==> config.mk <==
export PLATFORM = sky130hd
export DESIGN_NAME = timer_periph
export DESIGN_NICKNAME = d
export VERILOG_FILES = /design/src/rtl/timer_pkg.sv /design/src/rtl/timer_prescaler.sv /design/src/rtl/timer_periph.sv
export SDC_FILE = /design/constraint.sdc
export NUM_CORES = 1
export LEC_CHECK = 0
export ABC_CLOCK_PERIOD_IN_PS = 2770
export CORE_ASPECT_RATIO = 1.25
export CORE_MARGIN = 3
export CORE_UTILIZATION = 50
export DETAILED_ROUTE_END_ITERATION = 12
export GPL_TIMING_DRIVEN = 1
export PLACE_DENSITY = 0.77
export SLEW_MARGIN = 20
export SYNTH_ARGS = -nofsm -noshare
export SYNTH_HDL_FRONTEND = slang
export SYNTH_SLANG_ARGS = --single-unit
==> constraint.sdc <==
create_clock -name clk -period 2.77 [get_ports clk]
set_input_delay 0.4155 -clock clk [delete_from_list [all_inputs] [get_ports clk]]
set_output_delay 0.4155 -clock clk [all_outputs]
set_load 0.005 [all_outputs]
==> src/rtl/timer_pkg.sv <==
// Shared register map, CTRL bit positions and byte-merge helper for the timer peripheral.
package timer_pkg;

  localparam logic [3:0] ADDR_CTRL  = 4'h0;
  localparam logic [3:0] ADDR_PRESC = 4'h4;
  localparam logic [3:0] ADDR_LOAD  = 4'h8;
  localparam logic [3:0] ADDR_COUNT = 4'hC;

  localparam int unsigned EN_BIT    = 0;
  localparam int unsigned AR_BIT    = 1;
  localparam int unsigned IRQEN_BIT = 2;
  localparam int unsigned TIF_BIT   = 8;

  typedef enum logic [1:0] {
    REG_CTRL  = 2'd0,
    REG_PRESC = 2'd1,
    REG_LOAD  = 2'd2,
    REG_COUNT = 2'd3
  } reg_sel_e;

  // Word select from a byte address; the low two bits never matter.
  function automatic reg_sel_e addr_sel(input logic [3:0] addr);
    return reg_sel_e'(addr[3:2]);
  endfunction

  function automatic logic [31:0] byte_merge(input logic [31:0] old_val,
                                             input logic [31:0] new_val,
                                             input logic [3:0]  strb);
    logic [31:0] res;
    res = old_val;
    if (strb[0]) res[7:0]   = new_val[7:0];
    if (strb[1]) res[15:8]  = new_val[15:8];
    if (strb[2]) res[23:16] = new_val[23:16];
    if (strb[3]) res[31:24] = new_val[31:24];
    return res;
  endfunction

endpackage

==> src/rtl/timer_prescaler.sv <==
// Prescaler: pcnt runs 0..presc while enabled and emits one tick per wrap.
module timer_prescaler
  import timer_pkg::*;
#(
  parameter int unsigned PRESC_BITS = 16
) (
  input  logic                  clk,
  input  logic                  rst_n,
  input  logic                  en,
  input  logic                  clr,
  input  logic [PRESC_BITS-1:0] presc,
  output logic                  tick
);

  logic [PRESC_BITS-1:0] pcnt;

  assign tick = en & (pcnt == presc);

  always_ff @(posedge clk or negedge rst_n) begin
    if (!rst_n) begin
      pcnt <= '0;
    end else if (clr || !en || tick) begin
      pcnt <= '0;
    end else begin
      pcnt <= pcnt + {{(PRESC_BITS-1){1'b0}}, 1'b1};
    end
  end

endmodule

==> src/rtl/timer_periph.sv <==
// 32-bit down-counting timer with prescaler, auto-reload and level interrupt,
// driven by the AXI4-Lite slave register write/read ports.
module timer_periph
  import timer_pkg::*;
#(
  parameter int unsigned PRESC_BITS = 16
) (
  input  logic        clk,
  input  logic        rst_n,
  input  logic [3:0]  wr_addr,
  input  logic        wr_en,
  input  logic [31:0] wr_data,
  input  logic [3:0]  wr_strb,
  input  logic [3:0]  rd_addr,
  input  logic        rd_en,
  output logic [31:0] rd_data,
  output logic        irq
);

  logic                  en_q;
  logic                  ar_q;
  logic                  irqen_q;
  logic                  tif_q;
  logic [PRESC_BITS-1:0] presc_q;
  logic [31:0]           load_q;
  logic [31:0]           count_q;

  reg_sel_e    wr_sel;
  reg_sel_e    rd_sel;
  logic        ctrl_we;
  logic        presc_we;
  logic        load_we;
  logic        tick;
  logic        expiry;
  logic        tif_clr;
  logic [31:0] presc_wide;
  logic [31:0] presc_merged;
  logic [31:0] load_merged;
  logic [31:0] ctrl_rd;
  logic        unused_bits;

  assign wr_sel   = addr_sel(wr_addr);
  assign rd_sel   = addr_sel(rd_addr);
  assign ctrl_we  = wr_en && (wr_sel == REG_CTRL);
  assign presc_we = wr_en && (wr_sel == REG_PRESC);
  assign load_we  = wr_en && (wr_sel == REG_LOAD);

  assign presc_wide   = 32'(presc_q);
  assign presc_merged = byte_merge(presc_wide, wr_data, wr_strb);
  assign load_merged  = byte_merge(load_q, wr_data, wr_strb);

  // Reads are side-effect free; merged PRESC bits above PRESC_BITS are dropped.
  assign unused_bits = ^{rd_en, presc_merged};

  assign expiry  = tick && (count_q == '0);
  assign tif_clr = ctrl_we && wr_strb[TIF_BIT/8] && wr_data[TIF_BIT];

  timer_prescaler #(
    .PRESC_BITS(PRESC_BITS)
  ) u_prescaler (
    .clk   (clk),
    .rst_n (rst_n),
    .en    (en_q),
    .clr   (load_we),
    .presc (presc_q),
    .tick  (tick)
  );

  // Priorities: software EN write beats one-shot clear, TIF set beats W1C,
  // LOAD write beats a same-cycle tick on COUNT.
  always_ff @(posedge clk or negedge rst_n) begin
    if (!rst_n) begin
      en_q    <= 1'b0;
      ar_q    <= 1'b0;
      irqen_q <= 1'b0;
      tif_q   <= 1'b0;
      presc_q <= '0;
      load_q  <= '0;
      count_q <= '0;
    end else begin
      if (ctrl_we && wr_strb[0]) begin
        en_q    <= wr_data[EN_BIT];
        ar_q    <= wr_data[AR_BIT];
        irqen_q <= wr_data[IRQEN_BIT];
      end else if (expiry && !ar_q) begin
        en_q <= 1'b0;
      end

      if (expiry) begin
        tif_q <= 1'b1;
      end else if (tif_clr) begin
        tif_q <= 1'b0;
      end

      if (presc_we) begin
        presc_q <= presc_merged[PRESC_BITS-1:0];
      end

      if (load_we) begin
        load_q <= load_merged;
      end

      if (load_we) begin
        count_q <= load_merged;
      end else if (tick) begin
        if (count_q != '0) begin
          count_q <= count_q - 32'd1;
        end else if (ar_q) begin
          count_q <= load_q;
        end
      end
    end
  end

  always_comb begin
    ctrl_rd            = '0;
    ctrl_rd[EN_BIT]    = en_q;
    ctrl_rd[AR_BIT]    = ar_q;
    ctrl_rd[IRQEN_BIT] = irqen_q;
    ctrl_rd[TIF_BIT]   = tif_q;
  end

  always_comb begin
    rd_data = '0;
    case (rd_sel)
      REG_CTRL:  rd_data = ctrl_rd;
      REG_PRESC: rd_data = presc_wide;
      REG_LOAD:  rd_data = load_q;
      REG_COUNT: rd_data = count_q;
      default:   rd_data = '0;
    endcase
  end

  assign irq = tif_q & irqen_q;

endmodule

==> After elaboration in Yosys (flattened, before gate mapping) <==
Index checks and enable logic that the tools add are counted.
{ "word_totals": {"regBits": 100, "latchBits": 0, "ram_bits": 0, "romBits": 0, "input_bits": 48, "out_inout_bits": 33, "elab_cells": 56, "memories": 0} }
{ "classes": {"addsub": 2, "multipliers": 0, "n_div": 0, "order_cmp": 0, "eq_ne": 6, "shift": 0, "n_mux": 14, "n_bitwise": 2, "n_reduce_logical": 23} }
{ "op_table": {"columns": ["operator", "n"], "rows": [
  ["$mux 32", 4],
  ["$pmux 32 s4", 1],
  ["$logic_not 32->1", 1],
  ["$mux 8", 4],
  ["$reduce_bool 32->1", 1],
  ["$sub 32x1->32 const B", 1],
  ["$add 16x1->16 const B", 1],
  ["$eq 16x16->1", 1],
  ["$mux 16", 1],
  ["$logic_and 1x1->1", 8],
  ["$eq 2x2->1 const B", 3],
  ["$reduce_and 2->1", 3],
  ["$reduce_bool 2->1", 3],
  ["$eq 2x1->1 const B", 2],
  ["$logic_not 2->1", 2],
  ["$mux 1", 4],
  ["$reduce_bool 3->1", 1],
  ["$and 1x1->1", 2],
  ["$logic_not 1->1", 2],
  ["$logic_or 1x1->1", 2]
]} }

==> Depth between registers and ports, before layout <==
Gate-level depths: netlist of run 1.
{ "logic_depth": {"word_depth": 6, "depth_mapped": 9, "depth_no_buf": 8} }

==> By module <==
Synthesis of run 1 repeated with hierarchy kept, for this count alone.
{ "unflattened": {"hier_cells": 664, "hier_area_um2": 6328.6} }
{ "modules_own_cells": {"columns": ["mod", "instances", "cells_per_inst", "area_per_inst_um2", "seq_area_each_um2"], "rows": [
  ["timer_periph", 1, 565, 5387.7, 2102.0],
  ["timer_prescaler", 1, 99, 940.9, 400.4]
]} }

==> Worst setup path after synthesis of run 1 <==
OpenSTA, ideal clock, no wires.
{ "synth_timing": {"path_type": "flip-flop to flip-flop", "startpoint": "register count_q[0]", "endpoint": "register count_q[8]", "setup_time_ns": 0.126, "t_arrival_ns": 2.295, "slack_ns": 0.349, "path_stages_with_launch": 9, "path_cell_list": "dfrtp_1 inv_1 ha_1 nor4b_1 nand4_1 nor3_4 a2111oi_2 buf_6 a221o_1"} }
{ "synth_via": {"elab_chain_len": 4, "elab_cells_between_ends": 7} }
{ "synth_rtl": {"columns": ["item", "line_no", "text"], "rows": [
  ["start: declaration", "timer_periph.sv:26", "logic [31:0] count_q;"],
  ["start signal: assignment", "timer_periph.sv:104", "count_q <= load_merged;"],
  ["start signal: assignment", "timer_periph.sv:107", "count_q <= count_q - 32'd1;"],
  ["start signal: assignment", "timer_periph.sv:109", "count_q <= load_q;"],
  ["$sub 32x1->32 or $reduce_bool 32->1 (tied branches)", "timer_periph.sv:107, timer_periph.sv:106", null],
  ["$mux 32", "timer_periph.sv:106", "if (count_q != '0) begin"],
  ["$mux 32", "timer_periph.sv:105", "end else if (tick) begin"],
  ["$mux 32", "timer_periph.sv:103", "if (load_we) begin"]
]} }
Parallel ways exist; a longest one is shown, timed or not. The select of a mux whose other input is x is not followed.
A chain may end at the register's enable or synchronous reset.

==> Worst setup path in the final report of run 1 <==
{ "layout_timing": {"startpoint": "input rd_addr[3]", "endpoint": "output rd_data[7]"} }
{ "layout_via": {"elab_chain_len": 2, "elab_cells_between_ends": 5} }
{ "layout_rtl": {"columns": ["item", "line_no", "text"], "rows": [
  ["start: declaration", "timer_periph.sv:14", "input logic [3:0] rd_addr,"],
  ["$eq 2x2->1 (tied with other cells)", "timer_periph.sv:125", "case (rd_sel)"],
  ["$pmux 32 s4 *", "timer_periph.sv:125", null],
  ["end: declaration", "timer_periph.sv:16", "output logic [31:0] rd_data,"]
]} }
Mark *: on every way between the ends. The rest lies on a longest branch, timed or not.

==> results of run 1 <==
-- area by class of cell --
class                   instances  area share (%)
flip-flops and latches        100            31.0
multi-input cells             481            44.2
clock buffers                  11            3.13
inverters                      13           0.604
clock inverters                 5           0.619
repair buffers                166            18.0
well taps                     164            2.54
-- critical path, cell delays in order --
cell	delay, ps
clkdlybuf4s50_1	550
buf_12	230
mux2_2	360
a22o_1	210
clkdlybuf4s50_1	450
-- synth_stat cells, types with 9 or more instances --
cell type  number  area (µm²)
clkbuf_1       27         101
a21oi_1        19        95.1
mux2i_1        31         310
a221oi_1       11        96.3
nor2_1         58         218
nand2_1        38         143
nand3_1        27         135
inv_1          13        48.8
a22o_1         13         114
nor2b_1        18         113
xor2_1         27         236
nor3_1         22         110
mux2_2         58         653
o221ai_1       11        96.3
dfrtp_1       100        2500
o21ai_0        13        65.1
xnor2_1         9        78.8
nor4_1         10        62.6
-- state kept, by name, summed over array words and instances (netlist names) --
register          flops
count_q              32
load_q               32
presc_q              16
u_prescaler.pcnt     16
ar_q                  1
en_q                  1
irqen_q               1
tif_q                 1
-- metal layers --
layer | wire, µm | part of all wire [%] | up-vias | global-route usage, %
li1 | - | - | 2638 | -
met1 | 7300 | 39 | 2862 | 33.5
met2 | 9480 | 51 | 288 | 45.8
met3 | 1190 | 6.4 | 64 | 3.83
met4 | 781 | 4.2 | 0 | 14.3
met5 | 0 | 0 | - | 0
-- per-stage QoR --
step	setup slack, ps	hold WS (ps)	total power (W)
after CTS	82.6	89.0	0.00467
after global placement	81.7	470	0.00329
after global routing	45.3	123	0.00489
after detailed placement	9.79	476	0.00336
final	147	68.1	0.00468
after floorplan	349	120	0.00267
-- power by group through the flow --
stage | Combinational (W) | Sequential, W | Clock, W
2_1_floorplan | 0.000757 | 0.00192 | 0
6_report | 0.00142 | 0.00194 | 0.00132
3_5_place_dp | 0.00140 | 0.00196 | 0
3_3_place_gp | 0.00136 | 0.00193 | 0
5_1_grt | 0.00153 | 0.00197 | 0.00139
4_1_cts | 0.00142 | 0.00193 | 0.00133
-- cells by family after synthesis --
group | Yosys count
buffers and inverters | 51
AND/OR/NAND/NOR | 221
multiplexers | 93
XOR/XNOR | 36
AO/OA/AOI/OAI | 128
flip-flops | 100
adder cells (fa/ha/maj) | 3
-- final timing paths --
path	startpoint	endpoint	slack, ps	depth (start not counted)
max in group asynchronous	rst_n	presc_q[13]	1990	2
hold / removal	rst_n	load_q[29]	70	1
setup / recovery	rd_addr[3]	rd_data[7]	150	5
hold reg to reg	load_q[19]	load_q[19]	530	2
min in group clk	load_q[19]	load_q[19]	530	2
setup reg to reg	count_q[9]	count_q[25]	190	8
==> Flow_metrics.wiki, run 1 <==
{| class="wikitable"
! Metric !! Value
|-
| Most common cell after layout, fill and taps aside || dfrtp_1
|-
| Cell-internal power || 0.00322 W
|-
| Power density of the placed cells || 578 mW/mm²
|-
| Ratio of final minimum period to clock period || 94.7%
|-
| Initial standard-cell utilization of the core || 51.4%
|-
| Run status || completed
|-
| Max VDD drop || 0.404 mV
|-
| Placement Rows || 45
|-
| Total core area || 0.0122 mm²
|-
| Crit Path Max Fanout || 32
|-
| Post-Synth XOR/XNOR Area || 5.02%
|-
| Pleak || 3.45 nW
|-
| Synth Area in Simple Gates || 18.4%
|-
| Avg Inst Size Synth || 9.93 µm²
|-
| Final-report max-slew violation count || 0
|-
| Number of warnings printed during yosys synthesis || 0
|-
| Worst hold-check path type || input pin to async pin
|-
| Ant diodes || 0
|-
| Remaining Overflow, GRT || 0
|-
| Area of the die || 0.0139 mm²
|-
| First-pass GRT wire length || 30200 µm
|-
| Max Buffers Root-to-Sink || 2
|-
| Minimum period implied by the final worst setup slack || 2620 ps
|-
| Final count of hold timing violations || 0
|-
| Proportion of power drawn by the clock network || 28.2%
|-
| Clock skew after layout || 6.78 ps
|-
| Number of unique standard cell types used by synthesis || 70
|-
| Area occupied by multi-input gates || 0.00357 mm²
|-
| Worst-Margin Slew || 750 ps
|-
| Post-synth design cell area || 0.00628 mm²
|-
| Placed standard-cell area || 0.00775 mm²
|-
| Sequential fraction of the synthesis area || 39.9%
|-
| Horizontal extent of the die || 106 µm
|-
| Combined flip-flop and latch cell area || 0.00250 mm²
|-
| Max-cap viol count || 0
|-
| Most used cells in the layout excluding fill and tap cells || dfrtp_1, buf_4, clkdlybuf4s50_1
|-
| FILL cells || 967
|-
| Required @ worst endpoint || 2350 ps
|-
| Async set or reset register ratio after synthesis || 100%
|-
| Root Driver || clkbuf_16
|-
| WL final || 18800 µm
|-
| Violation count after the first detailed-routing iteration || 634
|-
| Routed wire per std cell || 20.0 µm
|-
| Clock tree from TritonCTS || done
|-
| Critical path capture point type || primary output
|-
| Cell Count, Final, Fillers Out || 940
|-
| Number of port buffers || 75
|-
| Worst Path Class, Setup || input pin to primary output
|-
| Count of antenna-violating nets left after detailed routing || 0
|-
| Number of search-and-repair iterations in the first detailed-routing pass || 5
|-
| Maximum number of pins on one net before global-route repair || 56
|-
| Setup bufs post-CTS || 0
|-
| Complex-gate fraction of the synthesized area || 15.7%
|-
| Area share of fa/ha/maj cells after synthesis || 0.598%
|-
| Routability cong. || 0.934
|-
| Post-synth EDFFs || 0
|-
| Most common flop cell mapped by yosys || dfrtp_1
|-
| Boundary pin count || 81
|-
| Power spent charging and discharging nets || 0.00145 W
|-
| Detailed placer's ending HPWL || 13800 µm
|-
| Sequential share of power || 41.4%
|-
| Cell total after placement || 924
|-
| Mux contribution to synthesized area || 16.8%
|-
| Total number of vias || 5852
|-
| Count of clock tree sinks || 100
|-
| Syn-to-layout area delta || 28.8%
|-
| Number of buffers added to fix hold violations after cts || 0
|-
| Gate count after technology mapping || 632
|-
| Nature of the critical path startpoint || input pin
|-
| Headroom to the max-slew limit || 50.0%
|-
| Combinational family with the most area after synthesis || simple AND/OR/NAND/NOR gates
|-
| Maximum achievable frequency || 381 MHz
|-
| Clock latency on the worst-skew pair || 360 ps
|-
| Syn Nets || 683
|-
| Global-route usage over all layers || 27.2%
|-
| Post-layout instance area || 0.00808 mm²
|-
| Initial antenna violation count || 0
|-
| Setup repair after global routing missed its margin || no
|-
| Synth Register Bits || 100
|-
| Number of global-route vias before repair || 5974
|-
| Number of nets at the end of the flow || 822
|-
| Share of final-layout standard cells stronger than drive strength 1 || 24.0%
|-
| Number of H-tree levels || 3
|-
| Cts bufs inserted || 9
|-
| Setup total negative slack || 0 ps
|-
| Switching portion of total power || 31.1%
|-
| Die outline height || 131 µm
|-
| Comb pwr share || 30.4%
|-
| Final number of setup-violating endpoints || 0
|-
| Vias per std cell || 6.23
|-
| Critical path data arrival time || 2210 ps
|-
| Resize count post-CTS || 1
|-
| CTS clock-pin slew for the worst setup and hold paths || 70 ps
|-
| DRC || 0
|-
| Share of the core filled with cells in the final layout || 66.2%
|}
Power figures use the tool's default switching activity.
==> run 2, diff against run 1 <==
ABC_CLOCK_PERIOD_IN_PS = 2700   (was 2770)
clock period = 2.7 ns   (was 2.77 ns; I/O delays follow)
==> run 2 against run 1 <==
  * Register-to-register slack worse by 50 ps
  * Critical path depth is 1 lower
  * Die area stayed put
  * Worst setup slack worse by 41 ps
  * Clock skew is 0.71 ps lower
  * Critical path type unchanged
==> Flow_metrics.wiki, run 2 (synthesis results as in run 1) <==
{| class="wikitable"
! Metric !! Value
|-
| Final number of setup-violating endpoints || 0 (unchanged)
|-
| Max Buffers Root-to-Sink || 2 (unchanged)
|-
| Number of nets at the end of the flow || 779 (-5.2%)
|-
| Headroom to the max-slew limit || 62.2% (+12 points)
|-
| Worst-Margin Slew || 560 ps (-190 ps)
|-
| Final count of hold timing violations || 0 (unchanged)
|-
| Switching portion of total power || 30.7% (-0.39 points)
|-
| Initial standard-cell utilization of the core || 51.4% (unchanged)
|-
| Count of antenna-violating nets left after detailed routing || 0 (unchanged)
|-
| Violation count after the first detailed-routing iteration || 406 (-36%)
|-
| Vias per std cell || 6.24 (+0.20%)
|-
| Pleak || 3.23 nW (-6.2%)
|-
| Placement Rows || 45 (unchanged)
|-
| Power spent charging and discharging nets || 0.00143 W (-1.6%)
|-
| DRC || 0 (unchanged)
|-
| Number of H-tree levels || 3 (unchanged)
|-
| Routability cong. || 0.900 (-3.6%)
|-
| Final WS setup || 106 ps (-41.1 ps)
|-
| Number of global-route vias before repair || 5698 (-4.6%)
|-
| Number of search-and-repair iterations in the first detailed-routing pass || 6 (+1)
|-
| Maximum achievable frequency || 386 MHz
|-
| Worst reg-to-reg path cell count || 11 (+3)
|-
| Initial antenna violation count || 0 (unchanged)
|-
| Ratio of final minimum period to clock period || 96.1%
|-
| Die outline height || 131 µm (unchanged)
|-
| Share of final-layout standard cells stronger than drive strength 1 || 19.5% (-4.4 points)
|-
| Critical path startpoint || rd_addr[3]
|-
| Worst flop-to-flop path endpoint || count_q[12]
|-
| Post-route total power || 0.00466 W (-0.35%)
|-
| Critical path capture point type || primary output
|-
| Clock tree from TritonCTS || done
|-
| Largest registers || count_q x32, load_q x32
|-
| Sequential share of power || 43.8% (+2.4 points)
|-
| Crit Path Max Fanout || 32 (unchanged)
|-
| CTS clock-pin slew for the worst setup and hold paths || 60 ps (about the same)
|-
| R2r setup slk || 140 ps (-50 ps)
|-
| First-pass GRT wire length || 29600 µm (-1.9%)
|-
| Boundary pin count || 81 (unchanged)
|-
| GR met2 Demand/Resource || 44.5% (-1.3 points)
|-
| Maximum number of pins on one net before global-route repair || 68 (+21%)
|-
| Ant diodes || 0 (unchanged)
|-
| Critical path data arrival time || 2190 ps (-20 ps)
|-
| Worst hold-check path type || input pin to async pin
|-
| End of the critical path || rd_data[2]
|-
| Cell-internal power || 0.00323 W (+0.21%)
|-
| Required @ worst endpoint || 2300 ps (-50 ps)
|-
| Most common cell after layout, fill and taps aside || dfrtp_1
|-
| Number of port buffers || 75 (unchanged)
|-
| Total core area || 0.0122 mm² (unchanged)
|-
| Syn-to-layout area delta || 24.0%
|-
| Detailed placer's ending HPWL || 13100 µm (-5.1%)
|-
| Busiest layer in global routing || met2
|-
| Clock latency on the worst-skew pair || 350 ps (about the same)
|-
| Global-route usage over all layers || 26.2% (-0.99 points)
|-
| Clock skew after layout || 6.07 ps (-0.709 ps)
|-
| Routed wire per std cell || 20.1 µm (+0.53%)
|-
| Horizontal extent of the die || 106 µm (unchanged)
|-
| Worst Path Class, Setup || input pin to primary output
|-
| Most used cells in the layout excluding fill and tap cells || dfrtp_1, clkdlybuf4s50_1, mux2_2, nor2_1, buf_4
|-
| Remaining Overflow, GRT || 0 (unchanged)
|-
| Power density of the placed cells || 599 mW/mm² (+3.5%)
|-
| Total number of vias || 5589 (-4.5%)
|-
| Routing usage on met1 || 34.4% (+0.93 points)
|-
| Count of clock tree sinks || 100 (unchanged)
|-
| Root Driver || clkbuf_16
|-
| Max VDD drop || 0.311 mV (-23%)
|-
| Run status || completed
|-
| Area of the die || 0.0139 mm² (unchanged)
|-
| WL final || 18000 µm (-4.2%)
|-
| Fin Hold WS || 8.08 ps (-60.0 ps)
|-
| Startpoint of the lowest-slack register-to-register path || count_q[0]
|-
| Cts bufs inserted || 9 (unchanged)
|-
| Minimum period implied by the final worst setup slack || 2590 ps
|-
| Global routing met3 resource utilization || 3.44% (-0.39 points)
|-
| Proportion of power drawn by the clock network || 29.2% (+1.0 points)
|-
| Final-report max-slew violation count || 0 (unchanged)
|-
| Nature of the critical path startpoint || input pin
|-
| Setup slack after placement || 47.1 ps (+37.3 ps)
|-
| Max-cap viol count || 0 (unchanged)
|-
| Comb pwr share || 27.0% (-3.4 points)
|}
==> run 2: changes by cell type in the layout (fill, tap and decap cells not counted), sizes merged <==
| cell | change |
|---|---|
| buf | -43 |
| clkbuf | +3 |
| clkinv | -4 |
==> run 2: critical path, cell delays in order <==
cell             delay (ps)
clkdlybuf4s50_1         540
buf_12                  230
mux4_2                  530
clkdlybuf4s50_1         470
==> run 2: timing repair <==
item                       CTS  global route
setup endpoints to repair    0            24
hold buffers                 0             0
buffers inserted             0             1
gates resized for setup      0             7
==> run 2: layer usage <==
layer / up-vias / share of wire, %
met4: 0 / 2.3
li1: 2552 / -
met3: 34 / 4.3
met5: - / 0
met2: 201 / 51
met1: 2802 / 42
==> run 2: worst min-delay path by stage <==
stage,from,to,depth (start not counted)
6_report,rst_n,count_q[27],1
5_1_grt,rst_n,count_q[27],1
3_5_place_dp,rst_n,count_q[27],1
2_1_floorplan,rst_n,ar_q,0
3_3_place_gp,rst_n,load_q[27],1
4_1_cts,rst_n,count_q[27],1
==> run 2: layout make-up <==
class	instances	area [µm²]
fill	1028	4430
multi-input combinational	481	3580
sequential	100	2500
timing repair buffer	123	1140
clock buffer	14	274
tap	164	205
inverter	13	48.8
clock inverter	1	30.0
==> run 2: power by group through the flow <==
stage | clock network [W] | logic [W] | registers (W)
after floorplan | 0 | 0.000776 | 0.00197
final | 0.00136 | 0.00126 | 0.00204
after global placement | 0 | 0.00121 | 0.00204
after global routing | 0.00143 | 0.00137 | 0.00207
after CTS | 0.00137 | 0.00125 | 0.00203
after detailed placement | 0 | 0.00124 | 0.00206
==> run 2: stage by stage <==
| step | cells | utilization (%) | area (µm²) | setup TNS [ps] |
|---|---|---|---|---|
| floorplan | 632 | - | 6280 | 0 |
| global placement | 880 | 60.9 | 7430 | 0 |
| detailed placement | 880 | 60.9 | 7430 | 0 |
| CTS | 895 | 63.3 | 7740 | 0 |
| global route | 896 | 63.7 | 7780 | -16.5 |
| finish | 896 | 63.7 | 7780 | 0 |
==> run 3, diff against run 2 <==
PLACE_DENSITY = not set   (was 0.77)
PLACE_DENSITY_LB_ADDON = 0.25   (was not set)
SETUP_SLACK_MARGIN = 0.5   (was not set)
TNS_END_PERCENT = 50   (was not set)
==> run 3 against run 2 <==
  * Power up 6.6%
  * Critical path type is now flip-flop to flip-flop
  * Largest power group unchanged
  * Design area grew 9.5%
  * Critical endpoint is now count_q[14]
  * Clock-buffer cell count shrank 2
  * Die area stayed put
  * Worst setup slack improved by 140 ps
  * The flow now finishes with violations (negative hold slack)
  * Sequential power hardly changed
  * Via count increased by 6.5%
  * Clock skew increased by 2.9 ps
  * Flip-flop and latch count unchanged
==> Flow_metrics.wiki, run 3 (synthesis results as in run 1) <==
{| class="wikitable"
! Metric !! Value
|-
| Root Driver || clkbuf_16
|-
| Share of the core filled with cells in the final layout || 69.8% (+6.1 points)
|-
| Die outline height || 131 µm (unchanged)
|-
| Critical path startpoint || count_q[17]
|-
| Worst Path Class, Setup || flip-flop to flip-flop
|-
| Uppermost layer routed || met4
|-
| Max-cap viol count || 0 (unchanged)
|-
| Horizontal extent of the die || 106 µm (unchanged)
|-
| Largest registers || count_q x32, load_q x32
|-
| Startpoint of the lowest-slack register-to-register path || count_q[17]
|-
| Share of final-layout standard cells stronger than drive strength 1 || 31.2% (+12 points)
|-
| Final number of setup-violating endpoints || 0 (unchanged)
|-
| Nature of the critical path startpoint || flip-flop
|-
| Setup total negative slack || 0 ps (unchanged)
|-
| R2r setup slk || 240 ps (+100 ps)
|-
| End of the critical path || count_q[14]
|-
| Number of nets at the end of the flow || 811 (+4.1%)
|-
| Final-report max-slew violation count || 0 (unchanged)
|-
| Total core area || 0.0122 mm² (unchanged)
|-
| DRC || 0 (unchanged)
|-
| Global-route usage over all layers || 28.4% (+2.2 points)
|-
| Most used cells in the layout excluding fill and tap cells || dfrtp_1, clkdlybuf4s50_1, mux2_2
|-
| Ant diodes || 0 (unchanged)
|-
| Vias per std cell || 6.41 (+2.7%)
|-
| Minimum period implied by the final worst setup slack || 2460 ps (-138 ps)
|-
| Max Buffers Root-to-Sink || 2 (unchanged)
|-
| Clock skew after layout || 9.00 ps (+2.92 ps)
|-
| Cts bufs inserted || 9 (unchanged)
|-
| Routability cong. || 0.927 (+3.0%)
|-
| Run status || finished with violations
|-
| Max VDD drop || 0.388 mV (+25%)
|-
| Final count of hold timing violations || 1 (+1)
|-
| Maximum number of pins on one net before global-route repair || 67 (-1.5%)
|-
| Initial antenna violation count || 0 (unchanged)
|-
| Critical path data arrival time || 2700 ps (+510 ps)
|-
| Placed standard-cell area || 0.00743 mm² (about the same)
|-
| Violation count after the first detailed-routing iteration || 521 (+28%)
|-
| Worst-Margin Slew || 565 ps (+4.71 ps)
|-
| Violated checks || negative hold slack
|-
| Number of H-tree levels || 3 (unchanged)
|-
| Count of clock tree sinks || 100 (unchanged)
|-
| Remaining Overflow, GRT || 0 (unchanged)
|-
| Clock tree from TritonCTS || done
|-
| Maximum achievable frequency || 407 MHz (+5.6%)
|-
| Syn-to-layout area delta || 35.8%
|-
| Met2 wire length || 9910 µm (+7.2%)
|-
| Number of search-and-repair iterations in the first detailed-routing pass || 5 (-1)
|-
| Routed wire per std cell || 21.3 µm (+6.2%)
|-
| Area of the die || 0.0139 mm² (unchanged)
|-
| Worst hold-check path type || input pin to async pin
|-
| Worst flop-to-flop path endpoint || count_q[14]
|-
| Met1 layer wirelength in the final routing || 7700 µm (+2.1%)
|-
| Worst reg-to-reg path cell count || 8 (-3)
|-
| Initial standard-cell utilization of the core || 51.4% (unchanged)
|-
| Fin Hold WS || -4.39 ps (-12.5 ps)
|-
| Clock latency on the worst-skew pair || 360 ps (about the same)
|-
| Placement Rows || 45 (unchanged)
|-
| First-pass GRT wire length || 31600 µm (+6.7%)
|-
| Count of antenna-violating nets left after detailed routing || 0 (unchanged)
|-
| Required @ worst endpoint || 2950 ps (+650 ps)
|-
| Most common cell after layout, fill and taps aside || dfrtp_1
|-
| WL final || 19800 µm (+10%)
|-
| Power density of the placed cells || 582 mW/mm² (-2.7%)
|-
| Critical path capture point type || flip-flop
|-
| Setup slack after placement || 46.6 ps (-0.519 ps)
|-
| Post-layout instance area || 0.00853 mm² (+9.5%)
|-
| Crit Path Max Fanout || 6 (-81%)
|-
| Pleak || 3.50 nW (+8.3%)
|-
| Boundary pin count || 81 (unchanged)
|-
| Final WS setup || 244 ps (+138 ps)
|-
| Ratio of final minimum period to clock period || 91.0% (-5.1 points)
|-
| Number of global-route vias before repair || 6035 (+5.9%)
|-
| Detailed placer's ending HPWL || 13100 µm (-0.42%)
|-
| CTS clock-pin slew for the worst setup and hold paths || 70 ps (about the same)
|-
| Number of port buffers || 75 (unchanged)
|-
| Total number of vias || 5952 (+6.5%)
|-
| Headroom to the max-slew limit || 62.2% (about the same)
|-
| Setup repair after global routing missed its margin || yes
|-
| Met3 Wirelength || 1290 µm (+67%)
|}
==> run 3: cell types whose count changed in the layout (fill, tap and decap cells not counted), moves of 5 or more <==
| cell | previous run | this run |
|---|---|---|
| a221oi_1 | 10 | 1 |
| a221oi_2 | 2 | 11 |
| buf_4 | 46 | 54 |
| buf_6 | 0 | 23 |
| clkdlybuf4s50_1 | 73 | 68 |
| nor3_1 | 22 | 14 |
| nor3_2 | 0 | 8 |
| nor4_1 | 10 | 4 |
| nor4_4 | 1 | 6 |
==> run 3: worst min path at each step <==
| stage | endpoint | depth (start not counted) |
|---|---|---|
| after floorplan | ar_q | 0 |
| after global placement | load_q[29] | 1 |
| after detailed placement | count_q[27] | 1 |
| after CTS | count_q[27] | 1 |
| after global routing | count_q[27] | 1 |
| final | count_q[27] | 1 |
==> run 3: critical path, stage by stage, from the launching register on <==
cell	delay, ps
dfrtp_1	480
nor4_4	430
nand4_1	220
buf_4	230
nor3_4	260
buf_6	160
mux2i_2	240
a21oi_1	90
a211o_1	230
==> run 3: power by group <==
group          leakage [nW]  switching (W)  internal [W]  total [W]
combinational          2.11       0.000693      0.000828    0.00152
sequential             1.24       0.000323       0.00175    0.00207
clock                 0.149       0.000599      0.000775    0.00137
total                  3.50        0.00161       0.00335    0.00497
==> run 3: through the flow <==
stage | std cells | power, W
after floorplan | 632 | 0.00274
after global placement | 879 | 0.00325
after detailed placement | 879 | 0.00330
after CTS | 924 | 0.00489
after global routing | 929 | 0.00517
final | 929 | 0.00497
==> run 3: layer usage <==
| layer | vias to the layer above | track usage (%) |
|---|---|---|
| li1 | 2627 | - |
| met2 | 310 | 48.4 |
| met3 | 85 | 3.93 |
| met5 | - | 0 |
| met1 | 2930 | 34.8 |
| met4 | 0 | 14.3 |
==> run 3: what timing repair did <==
action | CTS | global route
setup buffers | 26 | 5
endpoints found under the setup margin | 80 | 57
hold endpoints to repair | 0 | 0
hold buffers | 0 | 0
pin swaps | 23 | 16
resized for setup | 96 | 26
gates cloned | 3 | 0
==> run 3: cell type report <==
class,count,area [µm²]
Multi-Input combinational cell,481,3970
Fill cell,874,3690
Sequential cell,100,2500
Timing Repair Buffer,155,1490
Clock buffer,12,256
Tap cell,164,205
Clock inverter,4,55.1
Inverter,13,48.8
